File: src/rtl/svpwm_update_ctrl.sv
// SVPWM period update scheduler: requests a T1/T2/sector calculation ahead of each
// period boundary, sanitises the result and commits it exactly at the wrap edge.
module svpwm_update_ctrl #(
   parameter int unsigned TIM_WIDTH  = 16,
   parameter int unsigned SEC_WIDTH  = 3,
   parameter int unsigned LEAD_CNT   = 64,
   parameter int unsigned MISS_LIMIT = 3
) (
   input  logic                 clk,
   input  logic                 rst_n,
   input  logic                 en,
   input  logic [TIM_WIDTH-1:0] t_period_cnt,
   output logic                 calc_req,
   input  logic                 calc_valid,
   input  logic [TIM_WIDTH-1:0] t1_calc,
   input  logic [TIM_WIDTH-1:0] t2_calc,
   input  logic [SEC_WIDTH-1:0] sector_calc,
   output logic [TIM_WIDTH-1:0] t1_out,
   output logic [TIM_WIDTH-1:0] t2_out,
   output logic [SEC_WIDTH-1:0] sector_out,
   output logic                 period_start,
   output logic                 upd_done,
   output logic [7:0]           miss_cnt,
   output logic                 fault,
   input  logic                 fault_clr
);

   localparam int unsigned          CW      = 8;
   localparam logic [TIM_WIDTH-1:0] T_MAX   = {1'b0, {(TIM_WIDTH-1){1'b1}}};
   localparam logic [TIM_WIDTH-1:0] LEAD    = TIM_WIDTH'(LEAD_CNT);
   localparam logic [SEC_WIDTH-1:0] SEC_MIN = SEC_WIDTH'(1);
   localparam logic [SEC_WIDTH-1:0] SEC_MAX = SEC_WIDTH'(6);
   localparam logic [CW-1:0]        LIMIT   = CW'(MISS_LIMIT);

   typedef enum logic [1:0] {S_WAIT, S_REQ, S_CHECK, S_READY} state_t;

   state_t               state, state_nxt;
   logic [TIM_WIDTH-1:0] cnt, cnt_nxt, per_lat, per_nxt;
   logic [TIM_WIDTH-1:0] cap_t1, cap_t1_nxt, cap_t2, cap_t2_nxt;
   logic [SEC_WIDTH-1:0] cap_sec, cap_sec_nxt;
   logic [TIM_WIDTH-1:0] shd_t1, shd_t1_nxt, shd_t2, shd_t2_nxt;
   logic [SEC_WIDTH-1:0] shd_sec, shd_sec_nxt;
   logic                 shd_vld, shd_vld_nxt;
   logic [TIM_WIDTH-1:0] t1_nxt, t2_nxt;
   logic [SEC_WIDTH-1:0] sec_nxt;
   logic                 upd_nxt, req_nxt, ps_nxt, fault_nxt;
   logic [7:0]           miss_nxt;
   logic [CW-1:0]        consec, consec_nxt;

   logic                 wrap, trig, sec_ok;
   logic [TIM_WIDTH-1:0] cl_t1, cl_t2, san_t2;
   logic [TIM_WIDTH:0]   sum;

   // Period counter decode; short periods trigger at the start of the period.
   assign wrap = (cnt >= per_lat);
   assign trig = (per_lat > LEAD) ? (cnt == (per_lat - LEAD)) : (cnt == '0);

   // Result sanitising on the captured values: clamp negatives, then limit T1+T2.
   assign cl_t1  = cap_t1[TIM_WIDTH-1] ? '0 : cap_t1;
   assign cl_t2  = cap_t2[TIM_WIDTH-1] ? '0 : cap_t2;
   assign sum    = {1'b0, cl_t1} + {1'b0, cl_t2};
   assign san_t2 = (sum > {1'b0, T_MAX}) ? (T_MAX - cl_t1) : cl_t2;
   assign sec_ok = (cap_sec >= SEC_MIN) && (cap_sec <= SEC_MAX);

   // Next-state and output logic; the wrap edge overrides every state.
   always_comb begin
      state_nxt   = state;
      cnt_nxt     = wrap ? '0 : cnt + TIM_WIDTH'(1);
      per_nxt     = wrap ? t_period_cnt : per_lat;
      cap_t1_nxt  = cap_t1;
      cap_t2_nxt  = cap_t2;
      cap_sec_nxt = cap_sec;
      shd_t1_nxt  = shd_t1;
      shd_t2_nxt  = shd_t2;
      shd_sec_nxt = shd_sec;
      shd_vld_nxt = shd_vld;
      t1_nxt      = t1_out;
      t2_nxt      = t2_out;
      sec_nxt     = sector_out;
      upd_nxt     = 1'b0;
      miss_nxt    = miss_cnt;
      consec_nxt  = consec;
      fault_nxt   = fault;

      if (wrap) begin
         state_nxt   = S_WAIT;
         shd_vld_nxt = 1'b0;
         if (!en || fault) begin
            t1_nxt = '0;
            t2_nxt = '0;
         end else if (shd_vld) begin
            t1_nxt     = shd_t1;
            t2_nxt     = shd_t2;
            sec_nxt    = shd_sec;
            upd_nxt    = 1'b1;
            consec_nxt = '0;
         end else begin
            if (miss_cnt != 8'hFF) miss_nxt = miss_cnt + 8'd1;
            if (consec != '1) consec_nxt = consec + CW'(1);
            if (consec_nxt == LIMIT) fault_nxt = 1'b1;
         end
      end else begin
         case (state)
            S_WAIT: begin
               if (trig && en && !fault) state_nxt = S_REQ;
            end
            S_REQ: begin
               if (calc_valid) begin
                  cap_t1_nxt  = t1_calc;
                  cap_t2_nxt  = t2_calc;
                  cap_sec_nxt = sector_calc;
                  state_nxt   = S_CHECK;
               end
            end
            S_CHECK: begin
               if (sec_ok) begin
                  shd_t1_nxt  = cl_t1;
                  shd_t2_nxt  = san_t2;
                  shd_sec_nxt = cap_sec;
                  shd_vld_nxt = 1'b1;
                  state_nxt   = S_READY;
               end else begin
                  state_nxt = S_WAIT;
               end
            end
            S_READY: state_nxt = S_READY;
            default: state_nxt = S_WAIT;
         endcase
      end

      if (!en) consec_nxt = '0;
      if (fault_clr) begin
         fault_nxt  = 1'b0;
         consec_nxt = '0;
      end

      req_nxt = (state_nxt == S_REQ);
      ps_nxt  = (cnt_nxt == '0);
   end

   always_ff @(posedge clk or negedge rst_n) begin
      if (!rst_n) begin
         state        <= S_WAIT;
         cnt          <= '0;
         per_lat      <= '0;
         cap_t1       <= '0;
         cap_t2       <= '0;
         cap_sec      <= '0;
         shd_t1       <= '0;
         shd_t2       <= '0;
         shd_sec      <= SEC_MIN;
         shd_vld      <= 1'b0;
         t1_out       <= '0;
         t2_out       <= '0;
         sector_out   <= SEC_MIN;
         upd_done     <= 1'b0;
         miss_cnt     <= '0;
         consec       <= '0;
         fault        <= 1'b0;
         calc_req     <= 1'b0;
         period_start <= 1'b1;
      end else begin
         state        <= state_nxt;
         cnt          <= cnt_nxt;
         per_lat      <= per_nxt;
         cap_t1       <= cap_t1_nxt;
         cap_t2       <= cap_t2_nxt;
         cap_sec      <= cap_sec_nxt;
         shd_t1       <= shd_t1_nxt;
         shd_t2       <= shd_t2_nxt;
         shd_sec      <= shd_sec_nxt;
         shd_vld      <= shd_vld_nxt;
         t1_out       <= t1_nxt;
         t2_out       <= t2_nxt;
         sector_out   <= sec_nxt;
         upd_done     <= upd_nxt;
         miss_cnt     <= miss_nxt;
         consec       <= consec_nxt;
         fault        <= fault_nxt;
         calc_req     <= req_nxt;
         period_start <= ps_nxt;
      end
   end

endmodule
File: config.mk
export PLATFORM = sky130hd
export DESIGN_NAME = svpwm_update_ctrl
export DESIGN_NICKNAME = d
export VERILOG_FILES = /design/src/rtl/svpwm_update_ctrl.sv
export SDC_FILE = /design/constraint.sdc
export NUM_CORES = 1
export LEC_CHECK = 0
export ABC_AREA = 1
export BUFFER_PORTS_ARGS = -buffer_cell sky130_fd_sc_hd__buf_2
export CAP_MARGIN = 5
export CORE_MARGIN = 2
export CORE_UTILIZATION = 30
export DETAILED_ROUTE_END_ITERATION = 6
export RECOVER_POWER = 25
export SYNTH_ARGS = -nofsm -noshare
export SYNTH_HDL_FRONTEND = slang
export SYNTH_SLANG_ARGS = --single-unit
File: constraint.sdc
create_clock -name clk -period 2.15 [get_ports clk]
set_input_delay 0.43 -clock clk [delete_from_list [all_inputs] [get_ports clk]]
set_output_delay 0.43 -clock clk [all_outputs]
set_load 0.02 [all_outputs]
# == Yosys cells after proc, flatten, opt, wreduce, memory -nomap -nowiden ==
# Cells that the tools add are included.
# op_classes
n_addsub,6
n_lt_le_gt_ge,5
eq_ne,12
n_mux,34
n_bitwise,3
reduce_logical,22
# ops
cell,count
2-to-1 mux 16 bit,6
2-to-1 mux 8 bit,9
zero test 16 bit,2
2-to-1 mux 15 bit,2
adder 15 x 15 -> 16 bit,1
adder 16 x 1 -> 16 bit (second input constant),1
adder 8 x 1 -> 8 bit (second input constant),2
== test 16 bit,1
greater-or-equal comparator 16 bit,1
> comparator 16 x 15 -> 1 bit (second input constant),1
> comparator 16 x 7 -> 1 bit (second input constant),1
!= test 8 bit (second input constant),2
subtractor 15 x 15 -> 16 bit (first input constant),1
subtractor 16 x 7 -> 16 bit (second input constant),1
2-to-1 mux 1 bit,12
nonzero test 2 bit,5
AND reduction 3 bit,3
== test 8 x 2 -> 1 bit (second input constant),1
2-to-1 mux 2 bit,4
one-hot mux 2 bit (4 select lines),1
AND reduction 4 bit,2
AND reduction 2 bit,3
== test 2 x 1 -> 1 bit (second input constant),2
== test 2 bit (second input constant),2
other kinds (10),16
# totals
reg_bits,160
inputBits,56
output_inout_bits,47
wordCells,101

# == Depth between registers and ports, before layout ==
# Gate-level depths: netlist of run 1.
# depth
ltp_word,11
mapped_depth,16

# == Worst setup path before layout of run 1 ==
# Ideal clock, no wire load.
# synth_path
kind,register to register
from,register cap_t1[15]
to,register shd_t2[10]
setup_ns,0.116
t_arrival_ns,2.220
required_time_ns,2.034
setup_slack_ns,-0.187
path_stages_with_launch,15
n_path_buf,2
path_cell_list,dfrtp_1 inv_1 clkbuf_1 nand2_1 inv_1 ha_1 a21oi_1 o21ai_0 o21ai_1 nand2_1 buf_2 nand2_1 nand2_1 nand2_1 nand2_1
# synth_between
elab_chain_cells,4
elab_cells_between_ends,5
classes_between,add/sub (2); order compare (1); mux (2)
# synth_lines
item,line_no,text
start: declaration,39,"logic [TIM_WIDTH-1:0] cap_t1, cap_t1_nxt, cap_t2, cap_t2_nxt;"
start signal: assignment,166,cap_t1 <= cap_t1_nxt;
2-to-1 mux 15 bit (*),59,assign cl_t1 = cap_t1[TIM_WIDTH-1] ? '0 : cap_t1;
net cl_t1[6],51,"logic [TIM_WIDTH-1:0] cl_t1, cl_t2, san_t2;"
adder 15 x 15 -> 16 bit,61,"assign sum = {1'b0, cl_t1} + {1'b0, cl_t2};"
> comparator 16 x 15 -> 1 bit,62,"assign san_t2 = (sum > {1'b0, T_MAX}) ? (T_MAX - cl_t1) : cl_t2;"
2-to-1 mux 16 bit (*),62,
end signal: assignment,170,shd_t2 <= shd_t2_nxt;
end: declaration,41,"logic [TIM_WIDTH-1:0] shd_t1, shd_t1_nxt, shd_t2, shd_t2_nxt;"
# The timed path passes the listed nets; every way through them passes the cells marked *.
# A chain may end at the register's enable or synchronous reset.

# == Final worst setup path of run 1 ==
# layout_path
from,register per_lat[12]
to,register shd_t1[1]
# layout_between
elab_chain_cells,3
# layout_lines
item,line_no,text
start: declaration,38,"logic [TIM_WIDTH-1:0] cnt, cnt_nxt, per_lat, per_nxt;"
start signal: assignment,165,per_lat <= per_nxt;
greater-or-equal comparator 16 bit,55,assign wrap = (cnt >= per_lat);
inverter 1 bit (no line),--,
AND reduction 3 bit (no line),--,
end signal: assignment,169,shd_t1 <= shd_t1_nxt;
end: declaration,41,
# Every way passes these cells.

==> results.py, run 1 <==
metrics = {
    "sta": {
        "report.final.slew_viol_count": 0,
        "rsz0062_at_grt": "yes",
        "tightest_slew_ns": 1.18,
        "setup_viol": 0,
        "finalHoldViolCount": 0,
        "fin_crit_sh_pct": 100,
        "period_minus_slack_ns": 2.15,
        "setup_total_negative_slack_ns": 0,
        "slew_headroom_pct": 21.1,
        "fin_skew_ns": 0.0122,
        "max_freq_ghz": 0.465,
    },
    "floorplan": {
        "start_util_pct": 30.7,
        "die-width_microns": 168,
        "die_area_sq_mm": 0.0282,
        "rows": 59,
        "die_y_microns": 168,
        "ioPinCount": 103,
        "core_area_sq_mm": 0.0262,
    },
    "setup_path": {
        "worstSetupPathType": "reg -> reg",
        "cp_max_fo": 7,
        "startpoint_type": "flop",
        "crit_required_ns": 2.49,
        "crit_arrival_ns": 2.49,
        "crit_path_end_kind": "flop",
    },
    "power": {
        "intPower_uw": 4640,
        "comb_power_share_pct": 3.0,
        "vdd_drop_max_v": 0.000481,
        "switching_share_pct": 24.4,
        "switching_power_uw": 1500,
        "total_power_uw": 6140,
        "power.share.clock_pct": 49.1,
        "p_leak_uw": 0.00567,
        "p_seq_share_pct": 47.9,
        "powerDensity_mw_per_mm2": 564,
    },
    "drt": {
        "drt_iter0_drc": 456,
        "ant_nets": 0,
        "viasPerCell": 4.66,
        "wl_per_cell_microns": 14.9,
        "routed_wl_microns": 23000,
        "first_pass_iters": 4,
        "route.detailed.drc": 0,
        "vias": 7170,
    },
    "place": {
        "dp.final_hpwl_microns": 15700,
        "io_buffers": 100,
        "place.gp.congestion": 0.888,
    },
    "hold_path": {
        "hold_class": "in -> reg",
    },
    "synth": {
        "ys_async_sr_fraction_pct": 100,
        "synth_cell_types": 40,
        "syn_area_sq_mm": 0.00806,
        "ys_seq_elements": 156,
        "synth_edf_count": 0,
        "ys_dominant_reg_cell": "dfrtp_1",
        "yosysWarnings": 0,
        "yosysSeqAreaShare_pct": 48.5,
        "syn_inst": 1011,
        "avgSynthCellArea_sq_um": 7.97,
    },
    "grt": {
        "grt_max_degree": 46,
        "grt-ovfl-total": 0,
        "grt_pass1_vias": 6719,
        "antenna_found_initial": 0,
        "grt_usage_pct": 15.5,
        "grt_pass1_wl_microns": 35000,
    },
    "final_layout": {
        "n_antenna_cell": 0,
        "final_common_cell": "nand2_1",
        "nNetsFinal": 1283,
        "final_cell_mix": "nand2_1 (258), dfrtp_1 (152), buf_2 (101)",
        "drive_gt1_share_pct": 28.9,
        "synthToLayoutAreaGrowth_pct": 35.2,
    },
    "clock_network": {
        "cts.clk_slew.worst_paths_ns": 0.07,
        "cts_max_level": 4,
        "clkSinkCount": 156,
        "cts-root-buf": "clkbuf_16",
        "cts_buffer_depth": 2,
        "clk_latency_ns": 0.43,
        "cts_buffers": 17,
        "cts_tree": "done",
    },
    "run": {
        "maxCapViolCount": 0,
    },
    "run_status": {
        "outcome": "finished clean",
    },
}
cell type report:
cell class                 count  area, sq um
tap                          335          419
sequential                   156         3910
timing repair buffer         193         1600
inverter                     125          479
fill                        2537        15300
multi-input combinational    697         3910
clock buffer                  17          425
clock inverter                14          149
path summary, 6_finish.rpt:
path / end / slack (ns) / from / depth (start not counted)
min in group asynchronous: per_lat[2] / 0.78 / rst_n / 2
min: per_lat[7] / 0.21 / t_period_cnt[7] / 3
max in group asynchronous: shd_t1[5] / 0.40 / rst_n / 3
min reg2reg: cap_t1[11] / 0.47 / cap_t1[11] / 2
max reg2reg: shd_t1[1] / 0.0005 / per_lat[12] / 11
max: shd_t1[1] / 0.0005 / per_lat[12] / 11
synthesized netlist by cell type (3+ instances only):
cell | instances | area (sq um)
nand2_1 | 296 | 1110
inv_1 | 119 | 447
xnor2_1 | 7 | 61.3
xor2_1 | 17 | 149
o21ai_0 | 60 | 300
nand3_1 | 70 | 350
ha_1 | 37 | 463
a21oi_1 | 48 | 240
buf_4 | 7 | 52.6
o21ai_1 | 5 | 25.0
inv_2 | 5 | 18.8
nor3_1 | 6 | 30.0
nor2_1 | 100 | 375
clkbuf_1 | 12 | 45.0
nand4_1 | 10 | 62.6
buf_2 | 14 | 70.1
dfrtp_1 | 153 | 3830
dfstp_2 | 3 | 78.8
a22o_1 | 15 | 131
metrics by stage:
stage	hold WS (ns)	util, %	setup WS, ns	std cells	instance area (sq um)
CTS	0.198	38.3	0.00242	1503	10000
floorplan	0.134	-	0.00572	1012	8070
global placement	0.392	35.4	-0.113	1462	9270
detailed placement	0.391	35.4	-0.105	1462	9270
finish	0.206	41.6	0.000514	1537	10900
global route	0.217	41.6	-0.117	1537	10900
worst max-delay path, stage by stage (launching register included):
cell and delay (ns):
dfrtp_1 0.40, inv_2 0.08, ha_1 0.27, nand2_1 0.08, nor3_2 0.24, nand3_1 0.15
nand3_4 0.19, buf_6 0.12, nor2_4 0.03, buf_12 0.15, clkbuf_16 0.16, o21ai_0 0.17
routing by layer:
layer | up-vias | routed length [microns] | GRT usage, %
li1 | 3599 | - | -
met1 | 3391 | 11200 | 22.3
met2 | 158 | 10300 | 23.3
met3 | 22 | 1160 | 3.29
met4 | 0 | 341 | 4.80
met5 | - | 0 | 0
flip-flops by register name (all words and copies together), names as in the netlist, 8 cells and up:
register / cells
cap_t1: 16
cap_t2: 16
cnt: 16
consec: 8
miss_cnt: 8
per_lat: 16
shd_t1: 15
shd_t2: 15
t1_out: 15
t2_out: 15
power groups by stage:
stage,registers (uW),clock network [uW],logic [uW]
after floorplan,3000,0,39.1
after global placement,3000,0,180
after detailed placement,3000,0,183
after CTS,2940,3070,186
after global routing,2940,3200,209
final,2940,3010,184
timing repair:
| item | CTS | global route |
|---|---|---|
| pin swaps | 6 | 24 |
| hold buffers | 1 | 0 |
| resized for setup | 17 | 155 |
| buffers inserted | 7 | 21 |
| endpoints found under the setup margin | 42 | 145 |
| hold endpoints to repair | 38 | 0 |
| gates cloned | 2 | 13 |
kinds of logic (layout without fill, tap and decap cells):
family / count (synthesis) / after routing / share of synthesized area (%)
buffers and inverters: 160 / 349 / 8.09
other: 1 / 2 / 0.0466
DFF: 156 / 156 / 48.5
adders and majority gates: 37 / 37 / 5.75
AOI/OAI and AO/OA: 141 / 141 / 9.94
and+or+nand+nor: 492 / 493 / 25.1
xor gates and xnor gates: 24 / 24 / 2.61
(Power assumes the default switching activity.)
==> run 2, diff against run 1 <==
- RECOVER_POWER: 25 -> 100
- SKIP_CTS_REPAIR_TIMING: not set -> 1
- clock period: 2.15 -> 2.2 ns (I/O delays scaled with it)
==> run 2 against run 1 <==
  * Wire length shrank 3.1%
  * Register-to-register slack gained 0.06 ns
  * Core utilization shrank 2.1 points
  * First-iteration DRC count shrank 11%
  * Setup slack gained 0.059 ns
  * Global-route usage shrank 0.25 points
  * Sequential cell count is the same
  * Critical endpoint is now t2_out[14]
  * Highest routed layer is now met5
==> results.py, run 2 (synthesis gave the netlist of run 1 again) <==
metrics = {
    "sta": {
        "period_minus_slack_ns": 2.14,
        "setup_viol": 0,
        "fin_crit_sh_pct": 97.3,
        "tightest_slew_ns": 1.04,
        "finalHoldViolCount": 0,
        "report.final.slew_viol_count": 0,
        "rsz0062_at_grt": "yes",
        "slew_headroom_pct": 30.7,
        "max_freq_ghz": 0.467,
        "fin_skew_ns": 0.0186,
    },
    "place": {
        "io_buffers": 100,
        "dp.final_hpwl_microns": 15800,
        "placed_cell_area_sq_mm": 0.00925,
        "place.gp.congestion": 0.878,
        "placed_cells": 1459,
    },
    "setup_path": {
        "cp_max_fo": 8,
        "worstSetupPathType": "reg -> reg",
        "worstSetupStartpoint": "cnt[9]",
        "crit_required_ns": 2.52,
        "rr_startpoint": "cnt[9]",
        "startpoint_type": "flop",
        "crit_path_end_kind": "flop",
        "crit_arrival_ns": 2.46,
    },
    "clock_network": {
        "cts_buffer_depth": 2,
        "cts.clk_slew.worst_paths_ns": 0.07,
        "cts_max_level": 4,
        "cts_tree": "done",
        "clkSinkCount": 156,
        "clk_latency_ns": 0.44,
        "cts-root-buf": "clkbuf_16",
        "cts_buffers": 17,
    },
    "final_layout": {
        "final_cell_mix": "nand2_1 (279), dfrtp_1 (150), inv_1 (106)",
        "final_common_cell": "nand2_1",
        "nNetsFinal": 1264,
        "design_area_sq_mm": 0.0104,
        "fin_cells": 1519,
        "synthToLayoutAreaGrowth_pct": 28.5,
        "drive_gt1_share_pct": 19.9,
        "n_antenna_cell": 0,
        "fillers": 2636,
    },
    "floorplan": {
        "die_area_sq_mm": 0.0282,
        "ioPinCount": 103,
        "start_util_pct": 30.7,
        "rows": 59,
        "die_y_microns": 168,
        "core_area_sq_mm": 0.0262,
        "die-width_microns": 168,
    },
    "drt": {
        "wl_per_cell_microns": 14.6,
        "routed_wl_microns": 22200,
        "drt_iter0_drc": 405,
        "ant_nets": 0,
        "vias": 7011,
        "viasPerCell": 4.62,
        "first_pass_iters": 5,
        "route.detailed.drc": 0,
    },
    "power": {
        "vdd_drop_max_v": 0.000552,
        "p_leak_uw": 0.00530,
        "powerDensity_mw_per_mm2": 585,
    },
    "grt": {
        "grt_pass1_wl_microns": 34600,
        "grt_pass1_vias": 6855,
        "antenna_found_initial": 2,
        "grt_max_degree": 48,
        "grt-ovfl-total": 0,
        "grt_usage_pct": 15.2,
    },
    "hold_path": {
        "hold_class": "in -> reg",
        "worstHoldStart": "t_period_cnt[12]",
    },
    "run_status": {
        "outcome": "finished clean",
    },
    "run": {
        "maxCapViolCount": 0,
    },
}
run 2: worst paths after layout:
path | end | slack (ns) | cells past startpoint
worst min register to register | cap_t1[9] | 0.47 | 2
min in group asynchronous | per_lat[2] | 0.73 | 2
worst max register to register | t2_out[14] | 0.06 | 9
max in group asynchronous | shd_t2[2] | 0.30 | 3
worst min-delay path | per_lat[12] | 0.22 | 3
worst max-delay path | t2_out[14] | 0.06 | 9
run 2: layout make-up:
type                       count  area (sq um)  area share, %
sequential                   156          3910           37.8
multi-input combinational    697          3720           36.0
timing repair buffer         174          1210           11.7
inverter                     125           472           4.56
clock buffer                  17           425           4.11
tap                          335           419           4.05
clock inverter                15           190           1.84
run 2: through the flow:
stage / setup TNS (ns) / utilization, % / setup WS, ns / total power, uW / hold slack (ns)
final: 0 / 39.5 / 0.0599 / 6050 / 0.224
after detailed placement: -1.02 / 35.3 / -0.157 / 3110 / 0.393
after floorplan: 0 / - / 0.0137 / 2970 / 0.144
after global placement: -0.568 / 35.3 / -0.113 / 3110 / 0.391
after CTS: -1.54 / 37.6 / -0.170 / 6120 / -0.0722
after global routing: -1.94 / 39.5 / -0.0534 / 6270 / 0.228
run 2: critical path: stages (launching register included):
cell and delay [ns]:
dfrtp_1 0.42, ha_4 0.28, nand4_1 0.15, nor3_4 0.25, nand3_2 0.15, nand3_4 0.17, buf_6 0.14, nand2_8 0.07
clkbuf_16 0.18, a22o_1 0.20
run 2: power by group:
part           total [uW]  leakage [uW]  switching, uW  internal (uW)
registers            2880       0.00196           4.91           2870
clock network        3010      0.000296           1460           1550
logic                 171       0.00305            117           53.8
run 2: metal layers:
| metal | track usage (%) | vias to the layer above | part of all wire [%] |
|---|---|---|---|
| li1 | - | 3545 | - |
| met1 | 21.5 | 3277 | 48 |
| met2 | 22.9 | 152 | 44 |
| met3 | 3.24 | 35 | 4.9 |
| met4 | 5.82 | 2 | 2.4 |
| met5 | 0 | - | 0.049 |
==> run 3, diff against run 2 <==
- CAP_MARGIN: 5 -> 20
- CELL_PAD_IN_SITES_DETAIL_PLACEMENT: not set -> 1
- CELL_PAD_IN_SITES_GLOBAL_PLACEMENT: not set -> 2
- PLACE_DENSITY_LB_ADDON: not set -> 0.1
==> run 3 against run 2 <==
  * Global-route usage rose by 2.5 points
  * Fmax fell by 2.2%
  * Cell count rose by 2.0%
  * Clock power fell by 3%
  * Sequential cell count did not move
  * First-iteration DRC count fell by 40%
  * Sequential power barely moved
  * Clock skew fell by 0.0041 ns
  * Cell area rose by 8.3%
  * Wire length rose by 15%
==> results.py, run 3 (synthesis gave the netlist of run 1 again) <==
metrics = {
    "final_layout": {
        "final_common_cell": "nand2_1",
        "post-route-util_pct": 42.8,
        "nNetsFinal": 1294,
        "synthToLayoutAreaGrowth_pct": 39.2,
        "final_cell_mix": "nand2_1 (225), dfrtp_1 (152), inv_1 (94)",
        "n_antenna_cell": 0,
        "design_area_sq_mm": 0.0112,
        "drive_gt1_share_pct": 30.7,
    },
    "drt": {
        "drt-met1-wl_microns": 12800,
        "route.detailed.drc": 0,
        "first_pass_iters": 4,
        "wl_per_cell_microns": 16.5,
        "dr_wl_met2_microns": 12000,
        "drt_iter0_drc": 244,
        "routed_wl_microns": 25500,
        "vias": 7219,
        "viasPerCell": 4.66,
        "ant_nets": 0,
        "met3_length_microns": 560,
        "top_layer": "met4",
    },
    "floorplan": {
        "start_util_pct": 30.7,
        "ioPinCount": 103,
        "rows": 59,
        "die_y_microns": 168,
        "die_area_sq_mm": 0.0282,
        "die-width_microns": 168,
        "core_area_sq_mm": 0.0262,
    },
    "setup_path": {
        "cp_slowest_stage_delay_ns": 0.38,
        "worstSetupPathType": "reg -> reg",
        "crit_required_ns": 2.53,
        "path_cells": "inv_2 > ha_4 > nand4_1 > nor3_4 > nand2_2 > nand3_4 > buf_6 > nand2_8 > inv_4 > nand2_2 > xnor2_2",
        "startpoint_type": "flop",
        "cp_max_fo": 7,
        "crit_path_top_delay_cell": "dfrtp_1",
        "worst-path-buf-inv": 3,
        "crit_family": "simple AND/OR/NAND/NOR gates",
        "cp_common_cell": "nand2_2",
        "crit_path_end_kind": "flop",
        "rrSetupSlack_ns": 0.01,
        "crit_arrival_ns": 2.51,
    },
    "run_status": {
        "outcome": "finished clean",
    },
    "place": {
        "io_buffers": 100,
        "place.gp.congestion": 0.780,
        "placed_cell_area_sq_mm": 0.00945,
        "dp.final_hpwl_microns": 18400,
    },
    "grt": {
        "antenna_found_initial": 0,
        "grt-ovfl-total": 0,
        "grt_usage_pct": 17.7,
        "grt_pass1_wl_microns": 39700,
        "grt_max_degree": 50,
        "grt_pass1_vias": 7374,
    },
    "clock_network": {
        "cts-root-buf": "clkbuf_16",
        "cts_buffers": 17,
        "clk_latency_ns": 0.43,
        "cts_tree": "done",
        "cts.clk_slew.worst_paths_ns": 0.07,
        "clkSinkCount": 156,
        "cts_max_level": 4,
        "cts_buffer_depth": 2,
    },
    "sta": {
        "period_minus_slack_ns": 2.19,
        "fin_skew_ns": 0.0145,
        "report.final.slew_viol_count": 0,
        "finalHoldViolCount": 0,
        "rsz0062_at_grt": "yes",
        "setup_total_negative_slack_ns": 0,
        "fin_crit_sh_pct": 99.4,
        "setup_viol": 0,
        "tightest_slew_ns": 1.27,
        "max_freq_ghz": 0.457,
        "slew_headroom_pct": 15.0,
    },
    "power": {
        "p_leak_uw": 0.00577,
        "vdd_drop_max_v": 0.000311,
        "powerDensity_mw_per_mm2": 534,
        "total_power_uw": 5980,
    },
    "hold_path": {
        "hold_class": "in -> reg",
    },
    "run": {
        "maxCapViolCount": 0,
    },
}
## run 3: cell count changes in the layout (fill, tap and decap cells not counted), sizes merged
cell	change
inv	-2
buf	+36
clkinv	-1
clkbuf	-4
bufinv	+1
## run 3: path summary, 6_finish.rpt
kind	from	end	cells past startpoint
min reg2reg	cap_t1[11]	cap_t1[11]	2
max reg2reg	per_lat[11]	miss_cnt[5]	11
min in group asynchronous	rst_n	miss_cnt[0]	2
max	per_lat[11]	miss_cnt[5]	11
max in group asynchronous	rst_n	shd_t1[12]	3
min	t_period_cnt[6]	per_lat[6]	3
## run 3: area by class of cell
type | instances | area [sq um]
clock inverters | 13 | 135
fillers | 3145 | 15000
well taps | 335 | 419
repair buffers | 204 | 1590
clock buffers | 19 | 433
multi-input cells | 697 | 4240
flip-flops and latches | 156 | 3910
inverters | 125 | 489
## run 3: worst register-to-register path, stage by stage, from the launching register on
cell     delay (ns)
dfrtp_1        0.38
inv_2          0.07
ha_4           0.27
nand4_1        0.16
nor3_4         0.31
nand2_2        0.16
nand3_4        0.22
buf_6          0.17
nand2_8        0.08
inv_4          0.08
nand2_2        0.06
xnor2_2        0.13
## run 3: per-layer routing
layer  GRT usage (%)  up-vias
li1                -     3610
met1            25.8     3512
met2            27.8       83
met3            2.87       14
met4            4.08        0
met5               0        -
## run 3: where the power goes
part | switching [uW] | internal (uW) | total, uW
Clock | 1340 | 1590 | 2930
Sequential | 5.69 | 2870 | 2880
Combinational | 118 | 58.2 | 176
## run 3: stage by stage
step | hold slack [ns] | setup slack [ns] | cells
2_1_floorplan | 0.144 | 0.0137 | 1012
3_3_place_gp | 0.426 | -0.175 | 1485
3_5_place_dp | 0.428 | -0.172 | 1485
4_1_cts | -0.0493 | -0.190 | 1517
5_1_grt | 0.219 | -0.142 | 1549
6_report | 0.217 | 0.0123 | 1549
